File: src/rtl/fifo_wr_ctrl.sv
// Two-entry skid buffer between a valid/ready source and a FIFO write port.
// Optional statistics counters are built when FIFO_WR_STATS_EN is defined.
module fifo_wr_ctrl #(
    parameter int DATA_WIDTH = 8
) (
    input  logic                  wr_clk,
    input  logic                  rst,
    input  logic                  s_valid,
    input  logic [DATA_WIDTH-1:0] s_data,
    output logic                  s_ready,
    input  logic                  fifo_full,
    output logic                  fifo_wr_en,
    output logic [DATA_WIDTH-1:0] fifo_din,
    output logic                  busy,
    output logic [15:0]           byte_count,
    output logic [15:0]           stall_count
);

    typedef enum logic [1:0] {
        EMPTY = 2'd0,
        ONE   = 2'd1,
        TWO   = 2'd2
    } state_t;

    state_t                  state_reg;
    logic [DATA_WIDTH-1:0]   main_reg;
    logic [DATA_WIDTH-1:0]   skid_reg;
    logic                    s_ready_reg;
    logic                    xfer;
    logic                    wr;

    assign xfer       = s_valid & s_ready_reg;
    assign wr         = (state_reg != EMPTY) & ~fifo_full;
    assign fifo_wr_en = wr;
    assign fifo_din   = main_reg;
    assign s_ready    = s_ready_reg;
    assign busy       = (state_reg != EMPTY);

    // s_ready is kept as a flop that tracks "next state is not TWO".
    always_ff @(posedge wr_clk or posedge rst) begin
        if (rst) begin
            state_reg   <= EMPTY;
            main_reg    <= '0;
            skid_reg    <= '0;
            s_ready_reg <= 1'b1;
        end else begin
            case (state_reg)
                EMPTY: begin
                    if (xfer) begin
                        main_reg  <= s_data;
                        state_reg <= ONE;
                    end
                end
                ONE: begin
                    if (wr && xfer) begin
                        main_reg <= s_data;
                    end else if (wr) begin
                        state_reg <= EMPTY;
                    end else if (xfer) begin
                        skid_reg    <= s_data;
                        state_reg   <= TWO;
                        s_ready_reg <= 1'b0;
                    end
                end
                TWO: begin
                    if (wr) begin
                        main_reg    <= skid_reg;
                        state_reg   <= ONE;
                        s_ready_reg <= 1'b1;
                    end
                end
                default: begin
                    state_reg   <= EMPTY;
                    s_ready_reg <= 1'b1;
                end
            endcase
        end
    end

`ifdef FIFO_WR_STATS_EN
    logic [15:0] byte_count_reg;
    logic [15:0] stall_count_reg;

    // Both counters wrap naturally at 16 bits.
    always_ff @(posedge wr_clk or posedge rst) begin
        if (rst) begin
            byte_count_reg  <= '0;
            stall_count_reg <= '0;
        end else begin
            if (xfer) begin
                byte_count_reg <= byte_count_reg + 16'd1;
            end
            if ((state_reg != EMPTY) && fifo_full) begin
                stall_count_reg <= stall_count_reg + 16'd1;
            end
        end
    end

    assign byte_count  = byte_count_reg;
    assign stall_count = stall_count_reg;
`else
    assign byte_count  = '0;
    assign stall_count = '0;
`endif

endmodule

File: config.mk
export PLATFORM = sky130hd
export DESIGN_NAME = fifo_wr_ctrl
export DESIGN_NICKNAME = d
export VERILOG_FILES = /design/src/rtl/fifo_wr_ctrl.sv
export SDC_FILE = /design/constraint.sdc
export NUM_CORES = 1
export LEC_CHECK = 0
export BUFFER_PORTS_ARGS = -buffer_cell sky130_fd_sc_hd__clkbuf_2
export CELL_PAD_IN_SITES_DETAIL_PLACEMENT = 0
export CELL_PAD_IN_SITES_GLOBAL_PLACEMENT = 1
export CORE_MARGIN = 2
export CORE_UTILIZATION = 33
export CTS_BUF_LIST = sky130_fd_sc_hd__clkbuf_16
export DETAILED_ROUTE_END_ITERATION = 16
export GPL_TIMING_DRIVEN = 0
export PLACE_DENSITY = 0.82
export SYNTH_ARGS = -nofsm -noshare
export SYNTH_HDL_FRONTEND = slang
export SYNTH_SLANG_ARGS = --single-unit
File: constraint.sdc
create_clock -name wr_clk -period 2.05 [get_ports wr_clk]
set_clock_uncertainty 0.1 [all_clocks]
set_input_delay 0.205 -clock wr_clk [delete_from_list [all_inputs] [get_ports wr_clk]]
set_output_delay 0.205 -clock wr_clk [all_outputs]
set_load 0.005 [all_outputs]
==> results of run 1 <==
[power by group]
group	internal, mW	switching (mW)
Sequential	0.375	0
Combinational	0.0472	0.0367
Clock	0.262	0.139
[metal layers]
metal,vias up,global-route usage (%),wire length [µm],share of wire [%]
met3,5,2.52,136,6.6
met4,0,5.47,38,1.9
met2,36,19.2,1010,49
li1,400,-,-,-
met1,368,14.7,866,42
met5,-,0,0,0
[worst max-delay path: cells and delay by family, from the launching register on]
family / cells / cell delay (ns)
flops: 1 / 0.56
simple gates: 2 / 0.53
mux: 1 / 0.39
[area by class of cell]
| cell class | count | area share [%] |
|---|---|---|
| Inverter | 5 | 1.28 |
| Sequential cell | 19 | 32.5 |
| Multi-Input combinational cell | 71 | 31.5 |
| Tap cell | 44 | 3.75 |
| Clock inverter | 1 | 0.341 |
| Clock buffer | 3 | 5.12 |
| Timing Repair Buffer | 23 | 8.18 |
| Buffer | 35 | 17.4 |
[cell families (layout without fill, tap and decap cells)]
| family | after synthesis | in the layout | synth area share (%) |
|---|---|---|---|
| buffers and inverters | 40 | 67 | 25.0 |
| AO/OA/AOI/OAI | 23 | 23 | 17.2 |
| flip-flops | 19 | 19 | 43.5 |
| multiplexers | 9 | 9 | 9.13 |
| AND/OR/NAND/NOR | 7 | 7 | 4.80 |
| other | 1 | 32 | 0.342 |
[final timing paths]
check | from | endpoint | cells after the start
min | s_data[1] | skid_reg[1] | 2
min in group asynchronous | rst | fifo_din[3] | 3
max reg2reg | s_ready | skid_reg[0] | 3
max in group asynchronous | rst | skid_reg[3] | 3
min reg2reg | fifo_din[0] | fifo_din[0] | 1
max | s_ready | skid_reg[0] | 3
[cells in the final DEF, fill, tap and decap left out, drive strengths merged]
cell type	instances
or3b	1
conb	32
mux2i	1
a21oi	2
nand3b	1
a2bb2o	1
clkbuf	25
buf	35
a31oi	1
o32a	8
nand3	1
nand2	2
inv	5
and2	1
dlygate4sd3	1
nor3	1
a31o	1
dfstp	1
dfrtp	18
clkinv	1
mux2	8
o21ai	2
o21a	8
[what timing repair did]
item	4_1_cts	5_1_grt
hold endpoints to repair	18	0
hold buffers	1	0
gates resized for setup	0	0
==> run summary, run 1 <==
status = completed
Skew-Pair Late Insertion Delay = 0.25 ns
Post-Layout Cell Count = 201
Inserted Clock Buffers = 3
largest net degree at the start of global routing = 20
number of synthesized flops with an enable pin = 0
CTS H-tree depth = 1
worst-margin pin slew = 0.711 ns
peak supply drop = 0.496 mV
post-place setup slack = 0.337 ns
CP max-delay cell = dfstp_2
CTS sink cnt = 19
CTS max path bufs = 2
Cell Area, Synth = 1100 µm²
CTS tree = yes
Max Cap Viol = 0
Power Density = 586 nW/µm²
Critical Path RT = 2.08 ns
layout cells sized above 1 = 47.1%
core box area = 3100 µm²
antenna violations before repair = 0
io pins = 55
Sequential Area = 477 µm²
Layout fillers = 316
die width = 61.6 µm
routed len/inst = 10.2 µm
Yosys top cell by area = dfrtp_1
Util after Layout = 47.3%
yosys warns = 0
RSZ-0062 raised after global routing = false
Syn Inst Count = 99
detailed-route DRC error count = 0
placed cell count = 196
Root Buffer = clkbuf_16
CP peak stage delay = 0.56 ns
cell row count = 20
estimated wirelength of the detail-placed design = 1630 µm
remaining global-route overflow = 0
total global-route track usage = 11.7%
count leader, synth = buf_4
ANT nets after route = 0
synth top area cells = dfrtp_1 (41%), buf_4 (22%), mux2_2 (8.2%)
vias = 809
first-pass GRT wire length = 3220 µm
Iter 0 DRT Violations = 14
vias per inst = 4.02
area grow syn2layout = 33.9%
top_reg_cell synth = dfrtp_1
IO Port Bufs = 22
Hold WC Path Type = input pin to register
arrival time of the worst setup path = 1.74 ns
NumNets Final = 170
critical path capture point type = register
die area = 3800 µm²
Final setup viols = 0
setup slack after layout = 0.346 ns
sequential area share after synthesis = 43.5%
Mean Syn Cell Area = 11.1 µm²
Pleak = 0.836 nW
FFs w/ async S/R, synth = 100%
Fin. Hold Viols = 0
fmax = 587 MHz
Synth top area share = 41.1%
cell breakdown of the critical path = nand3b_1 -> nor3_4 -> mux2_2
Reg clk slew, reported paths = 0.05 ns
vias in the first global route = 689
Final period util = 83.1%
drt first pass iters = 4
worst hold margin = 0.105 ns
list of most frequent post-synthesis cells = buf_4 (32), dfrtp_1 (18), mux2_2 (8), o21a_1 (8), o32a_1 (8)
routability cong. = 0.744
placed cell area = 1380 µm²
Fin Setup TNS = 0 ns
Slew headroom = 52.5%
CP startpoint kind = register
Max Slew Vio Count = 0
Synth Register Bits = 19
Diodes inserted = 0
worst-path maximum fanout = 9
critical path type = register to register
post-CTS setup buffers = 0
fin crit period = 1.70 ns
r2r setup slk = 0.35 ns
Netlist cell types = 22
die height = 61.6 µm
overall power = 0.860 mW
design area = 1470 µm²
routed wire length = 2050 µm
Multi-input gate area = 462 µm²
starting density of the core = 35.3%
(Power assumes the default switching activity.)
==> run 2, diff against run 1 <==
- ABC_AREA: default -> 1
- CORE_UTILIZATION: 33 -> 29
- PLACE_DENSITY: 0.82 -> 0.8
- clock period: 2.05 -> 1.5 ns (I/O delays scaled with it)
==> run summary, run 2 <==
detailed-route DRC error count = 0 (unchanged)
Multi-input gate area = 539 µm² (was 462 µm²)
remaining global-route overflow = 0 (unchanged)
vias = 940 (was 809)
met2 Use GR = 15.4% (was 19.2%)
CTS tree = yes (unchanged)
GR Layer Usage met3 = 3.00% (was 2.52%)
CP max-delay cell = dfstp_2 (unchanged)
Final period util = 93.1% (was 83.1%)
Critical Path RT = 1.54 ns (was 2.08 ns)
Fin Setup TNS = 0 ns (unchanged)
GR Layer Usage met1 = 13.4% (was 14.7%)
routed wire length = 2160 µm (was 2050 µm)
Synth Register Bits = 19 (unchanged)
cell breakdown of the critical path = nand2_2 -> inv_1 -> nand2_1 -> nand2_4 -> nand2_4 -> nand2_1 -> nand2_1 (was nand3b_1 -> nor3_4 -> mux2_2)
Power Density = 1230 nW/µm² (was 586 nW/µm²)
worst-margin pin slew = 0.722 ns (was 0.711 ns)
commonest non-fill, non-tap cell in the layout = nand2_1
io pins = 55 (unchanged)
Synth Area in XOR/XNOR = 0% (unchanged)
antenna violations before repair = 0 (unchanged)
FFs w/ async S/R, synth = 100% (unchanged)
Max Slew Vio Count = 0 (unchanged)
synth top area cells = dfrtp_1 (38%), buf_4 (21%), nand2_1 (20%) (was dfrtp_1 (41%), buf_4 (22%), mux2_2 (8.2%))
drt first pass iters = 4 (unchanged)
arrival time of the worst setup path = 1.44 ns (was 1.74 ns)
vias per inst = 3.60 (was 4.02)
compound-gate portion of the synthesized area = 0.425% (was 17.2%)
overall power = 1.92 mW (was 0.860 mW)
CTS sink cnt = 19 (unchanged)
Syn Inst Count = 153 (was 99)
ANT nets after route = 0 (unchanged)
Reg clk slew, reported paths = 0.05 ns (about the same)
Simple-Gate Fraction of Synth Area = 34.7% (was 4.79%)
routability cong. = 0.735 (was 0.744)
routed len/inst = 8.29 µm (was 10.2 µm)
CP startpoint kind = register (unchanged)
CP peak stage delay = 0.54 ns (was 0.56 ns)
vias in the first global route = 763 (was 689)
worst-path maximum fanout = 9 (unchanged)
busiest grt layer = met2 (unchanged)
adder-cell share of the synthesized area = 0% (unchanged)
layout cells sized above 1 = 33.6% (was 47.1%)
Yosys top cell by area = dfrtp_1 (unchanged)
placed cell count = 256 (was 196)
fin crit period = 1.40 ns (was 1.70 ns)
most frequent CP cell = nand2_1
largest net degree at the start of global routing = 20 (unchanged)
Util after Layout = 39.6% (was 47.3%)
top_reg_cell synth = dfrtp_1 (unchanged)
die width = 67.8 µm (was 61.6 µm)
Final setup viols = 0 (unchanged)
Netlist cell types = 16 (was 22)
CTS H-tree depth = 1 (unchanged)
starting density of the core = 29.9% (was 35.3%)
die height = 67.8 µm (was 61.6 µm)
estimated wirelength of the detail-placed design = 1690 µm (was 1630 µm)
area grow syn2layout = 32.6% (was 33.9%)
Post-Layout Cell Count = 261 (was 201)
setup slack after layout = 0.104 ns (was 0.346 ns)
Synth top area share = 38.2% (was 41.1%)
critical path capture point type = register (unchanged)
Mean Syn Cell Area = 7.70 µm² (was 11.1 µm²)
Root Buffer = clkbuf_16 (unchanged)
Skew-Pair Late Insertion Delay = 0.25 ns (about the same)
cell row count = 23 (was 20)
sequential area share after synthesis = 40.4% (was 43.5%)
Cell Area, Synth = 1180 µm² (was 1100 µm²)
post-place setup slack = 0.0683 ns (was 0.337 ns)
peak supply drop = 0.387 mV (was 0.496 mV)
critical path type = register to register (unchanged)
status = completed (unchanged)
Iter 0 DRT Violations = 22 (was 14)
placed cell area = 1470 µm² (was 1380 µm²)
Hold WC Path Type = input pin to register (unchanged)
Inserted Clock Buffers = 3 (unchanged)
Pleak = 0.992 nW (was 0.836 nW)
core box area = 3940 µm² (was 3100 µm²)
RSZ-0062 raised after global routing = false (unchanged)
count leader, synth = nand2_1 (was buf_4)
total global-route track usage = 10.3% (was 11.7%)
worst hold margin = 0.0225 ns (was 0.105 ns)
Layout fillers = 440 (was 316)
Slew headroom = 51.8% (was 52.5%)
CTS max path bufs = 2 (unchanged)
die area = 4590 µm² (was 3800 µm²)
commonest non-fill, non-tap cells in the layout = nand2_1 (64), buf_4 (33), conb_1 (32) (was buf_4 (32), conb_1 (32), clkbuf_2 (22))
fmax = 716 MHz (was 587 MHz)
number of synthesized flops with an enable pin = 0 (unchanged)
Fin. Hold Viols = 0 (unchanged)
list of most frequent post-synthesis cells = nand2_1 (64), buf_4 (33), dfrtp_1 (18), nand3_1 (18) (was buf_4 (32), dfrtp_1 (18), mux2_2 (8), o21a_1 (8), o32a_1 (8))
NumNets Final = 224 (was 170)
multiplexer share of the synthesized area = 0% (was 9.13%)
yosys warns = 0 (unchanged)
Diodes inserted = 0 (unchanged)
largest family of logic cells by synthesized area = simple AND/OR/NAND/NOR gates (was buffers and inverters)
Max Cap Viol = 0 (unchanged)
IO Port Bufs = 22 (unchanged)
first-pass GRT wire length = 3470 µm (was 3220 µm)
Sequential Area = 477 µm² (unchanged)
design area = 1560 µm² (was 1470 µm²)
## run 2: cell count changes in the layout (fill, tap and decap cells not counted), sizes merged, moves of 2 or more
cell,delta
nand2,+67
nand3,+17
mux2,-8
o21a,-8
o32a,-8
nor2,+5
a21oi,-2
## run 2: kinds of logic after synthesis
logic type / after synthesis
AO/OA/AOI/OAI: 1
buffers and inverters: 40
flip-flops: 19
other: 1
AND/OR/NAND/NOR: 92
## run 2: final cells by class
class                           instances  share of cell area, %
Multi-Input combinational cell        125                   34.5
Clock inverter                          1                  0.320
Inverter                                6                   1.60
Clock buffer                            3                   4.80
Tap cell                               50                   4.00
Timing Repair Buffer                   23                   7.69
Sequential cell                        19                   30.5
Buffer                                 34                   16.6
## run 2: final timing paths
path	cells after the start	start	slack [ns]	to
worst max-delay path	7	s_ready	0.10	fifo_din[0]
worst min-delay path	3	s_data[5]	0.02	skid_reg[5]
worst max register to register	7	s_ready	0.10	fifo_din[0]
worst min register to register	2	fifo_din[7]	0.36	fifo_din[7]
max in group asynchronous	3	rst	0.39	skid_reg[1]
min in group asynchronous	3	rst	0.46	state_reg[0]
## run 2: timing repair
action | in CTS | in global routing
buffers inserted | 0 | 0
hold buffers | 1 | 0
setup endpoints to repair | 0 | 8
hold endpoints to repair | 18 | 0
resized for setup | 0 | 1
## run 2: worst max-delay path, delay by kind of cell (launching register included)
kind	cells	cell delay, ns
buffers and inverters	1	0.11
AND/OR/NAND/NOR	6	0.53
flip-flops	1	0.54
## run 2: where the power goes
group	switching, mW	internal, mW
registers	0.0722	0.635
logic	0.381	0.287
clock network	0.183	0.357
total	0.636	1.28
## run 2: per-layer routing
metal,part of all wire [%],vias to the layer above
met4,1.3,0
met2,46,37
met1,44,376
met5,0,-
li1,-,523
met3,8.6,4
==> run 3, diff against run 2 <==
--- a/config.mk
+++ b/config.mk
@@ -17,2 +17,3 @@
 export PLACE_DENSITY = 0.8
+export RECOVER_POWER = 25
 export SYNTH_ARGS = -nofsm -noshare
--- a/constraint.sdc
+++ b/constraint.sdc
@@ -4,2 +4,2 @@
 set_output_delay 0.15 -clock wr_clk [all_outputs]
-set_load 0.005 [all_outputs]
+set_load 0.01 [all_outputs]
==> run summary, run 3 (synthesis gave the netlist of run 2 again) <==
status = completed (unchanged)
ANT nets after route = 0 (unchanged)
vias = 944 (was 940)
commonest non-fill, non-tap cells in the layout = nand2_1 (64), buf_4 (33), conb_1 (32) (unchanged)
CP startpoint kind = register (unchanged)
CP max-delay cell = dfstp_2 (unchanged)
design area = 1550 µm² (was 1560 µm²)
NumNets Final = 224 (unchanged)
DR top layer = met4 (unchanged)
vias per inst = 3.62 (was 3.60)
Layout fillers = 442 (was 440)
post-place setup slack = 0.0683 ns (unchanged)
routed len/inst = 8.37 µm (was 8.29 µm)
peak supply drop = 0.389 mV (was 0.387 mV)
Worst Hold End = skid_reg[5] (unchanged)
Inserted Clock Buffers = 3 (unchanged)
Worst Setup SP = s_ready (unchanged)
Worst Path Buf+Inv = 1 (unchanged)
CP peak stage delay = 0.54 ns (about the same)
die width = 67.8 µm (unchanged)
IO Port Bufs = 22 (unchanged)
Root Buffer = clkbuf_16 (unchanged)
Slew headroom = 51.8% (about the same)
routed wire length = 2180 µm (was 2160 µm)
WHS Path Cells = 3 (unchanged)
CTS max path bufs = 2 (unchanged)
worst-margin pin slew = 0.722 ns (about the same)
Hold WC Path Type = input pin to register (unchanged)
Worst path depth = 7 (unchanged)
CTS H-tree depth = 1 (unchanged)
Util after Layout = 39.4% (was 39.6%)
CTS tree = yes (unchanged)
vias in the first global route = 763 (unchanged)
met2 wire length = 999 µm (was 995 µm)
drt first pass iters = 4 (unchanged)
Power Density = 1260 nW/µm² (was 1230 nW/µm²)
Reg clk slew, reported paths = 0.05 ns (about the same)
antenna violations before repair = 0 (unchanged)
estimated wirelength of the detail-placed design = 1690 µm (unchanged)
r2r setup slk = 0.10 ns (about the same)
placed cell area = 1470 µm² (unchanged)
starting density of the core = 29.9% (unchanged)
Pleak = 0.967 nW (was 0.992 nW)
Iter 0 DRT Violations = 15 (was 22)
CTS sink cnt = 19 (unchanged)
cell row count = 23 (unchanged)
io pins = 55 (unchanged)
Fin Setup TNS = 0 ns (unchanged)
fmax = 717 MHz (was 716 MHz)
critical path type = register to register (unchanged)
R2R cell count = 7 (unchanged)
setup slack after layout = 0.105 ns (was 0.104 ns)
die area = 4590 µm² (unchanged)
core box area = 3940 µm² (unchanged)
Max Slew Vio Count = 0 (unchanged)
worst hold start = s_data[5] (unchanged)
area grow syn2layout = 31.7% (was 32.6%)
layout cells sized above 1 = 29.9% (was 33.6%)
Max Cap Viol = 0 (unchanged)
remaining global-route overflow = 0 (unchanged)
largest net degree at the start of global routing = 20 (unchanged)
Post-Layout Cell Count = 261 (unchanged)
Final setup viols = 0 (unchanged)
R2R Path Start = s_ready (unchanged)
Diodes inserted = 0 (unchanged)
fin crit period = 1.40 ns (about the same)
worst-path maximum fanout = 9 (unchanged)
placed cell count = 256 (unchanged)
post-CTS setup buffers = 0 (unchanged)
most frequent CP cell = nand2_1 (unchanged)
die height = 67.8 µm (unchanged)
detailed-route DRC error count = 0 (unchanged)
DRT met1 WL = 959 µm (was 953 µm)
arrival time of the worst setup path = 1.44 ns (about the same)
first-pass GRT wire length = 3470 µm (unchanged)
CP top delay family = flip-flops (unchanged)
metal3 WL = 196 µm (was 186 µm)
cell breakdown of the critical path = nand2_2 -> inv_1 -> nand2_1 -> nand2_4 -> nand2_4 -> nand2_1 -> nand2_1 (unchanged)
Critical Path RT = 1.54 ns (about the same)
Skew-Pair Late Insertion Delay = 0.25 ns (about the same)
critical path capture point type = register (unchanged)
routability cong. = 0.735 (unchanged)
Final period util = 93.0% (was 93.1%)
Fin. Hold Viols = 0 (unchanged)
RSZ-0062 raised after global routing = false (unchanged)
Worst R2R End = fifo_din[0] (unchanged)
commonest non-fill, non-tap cell in the layout = nand2_1 (unchanged)
total global-route track usage = 10.3% (unchanged)
## run 3: cell types whose count changed in the layout (fill, tap and decap cells not counted)
cell      previous run  this run
clkbuf_1             0         8
clkbuf_2            22        14
## run 3: worst min-delay path, delay by kind of cell
family / cells / cell delay [ns]
AND/OR/NAND/NOR: 2 / 0.10
buffers and inverters: 1 / 0.09
## run 3: area by class of cell
cell class	instances	area, µm²	share of cell area (%)
clock buffers	3	75.1	4.83
well taps	50	62.6	4.03
multi-input cells	125	539	34.7
flip-flops and latches	19	477	30.7
clock inverters	1	5.00	0.322
inverters	6	25.0	1.61
plain buffers	34	259	16.7
repair buffers	23	110	7.09
## run 3: worst max path at each step
stage	end	slack, ns
4_1_cts	fifo_din[2]	0.06
3_3_place_gp	fifo_din[5]	0.08
5_1_grt	fifo_din[0]	0.006
3_5_place_dp	fifo_din[2]	0.07
2_1_floorplan	fifo_din[0]	0.15
6_report	fifo_din[0]	0.10
## run 3: timing repair
item	4_1_cts	5_1_grt
endpoints found under the setup margin	0	8
hold buffers	1	0
resized for setup	0	1
hold endpoints to repair	18	0
## run 3: routing by layer
layer / GRT usage (%) / vias up
li1: - / 523
met1: 13.4 / 380
met2: 15.4 / 37
met3: 3.00 / 4
met4: 4.85 / 0
met5: 0 / -
## run 3: stage by stage
stage	power, mW	hold slack (ns)
after floorplan	1.23	0.000391
after global placement	1.45	0.186
after detailed placement	1.46	0.181
after CTS	2.01	0.0175
after global routing	2.13	0.0244
final	1.96	0.0225
## run 3: power by group
group          switching, mW  total, mW  leakage [nW]  internal [mW]
combinational          0.448      0.711         0.680          0.263
sequential            0.0726      0.707         0.247          0.635
clock                  0.183      0.540        0.0409          0.357
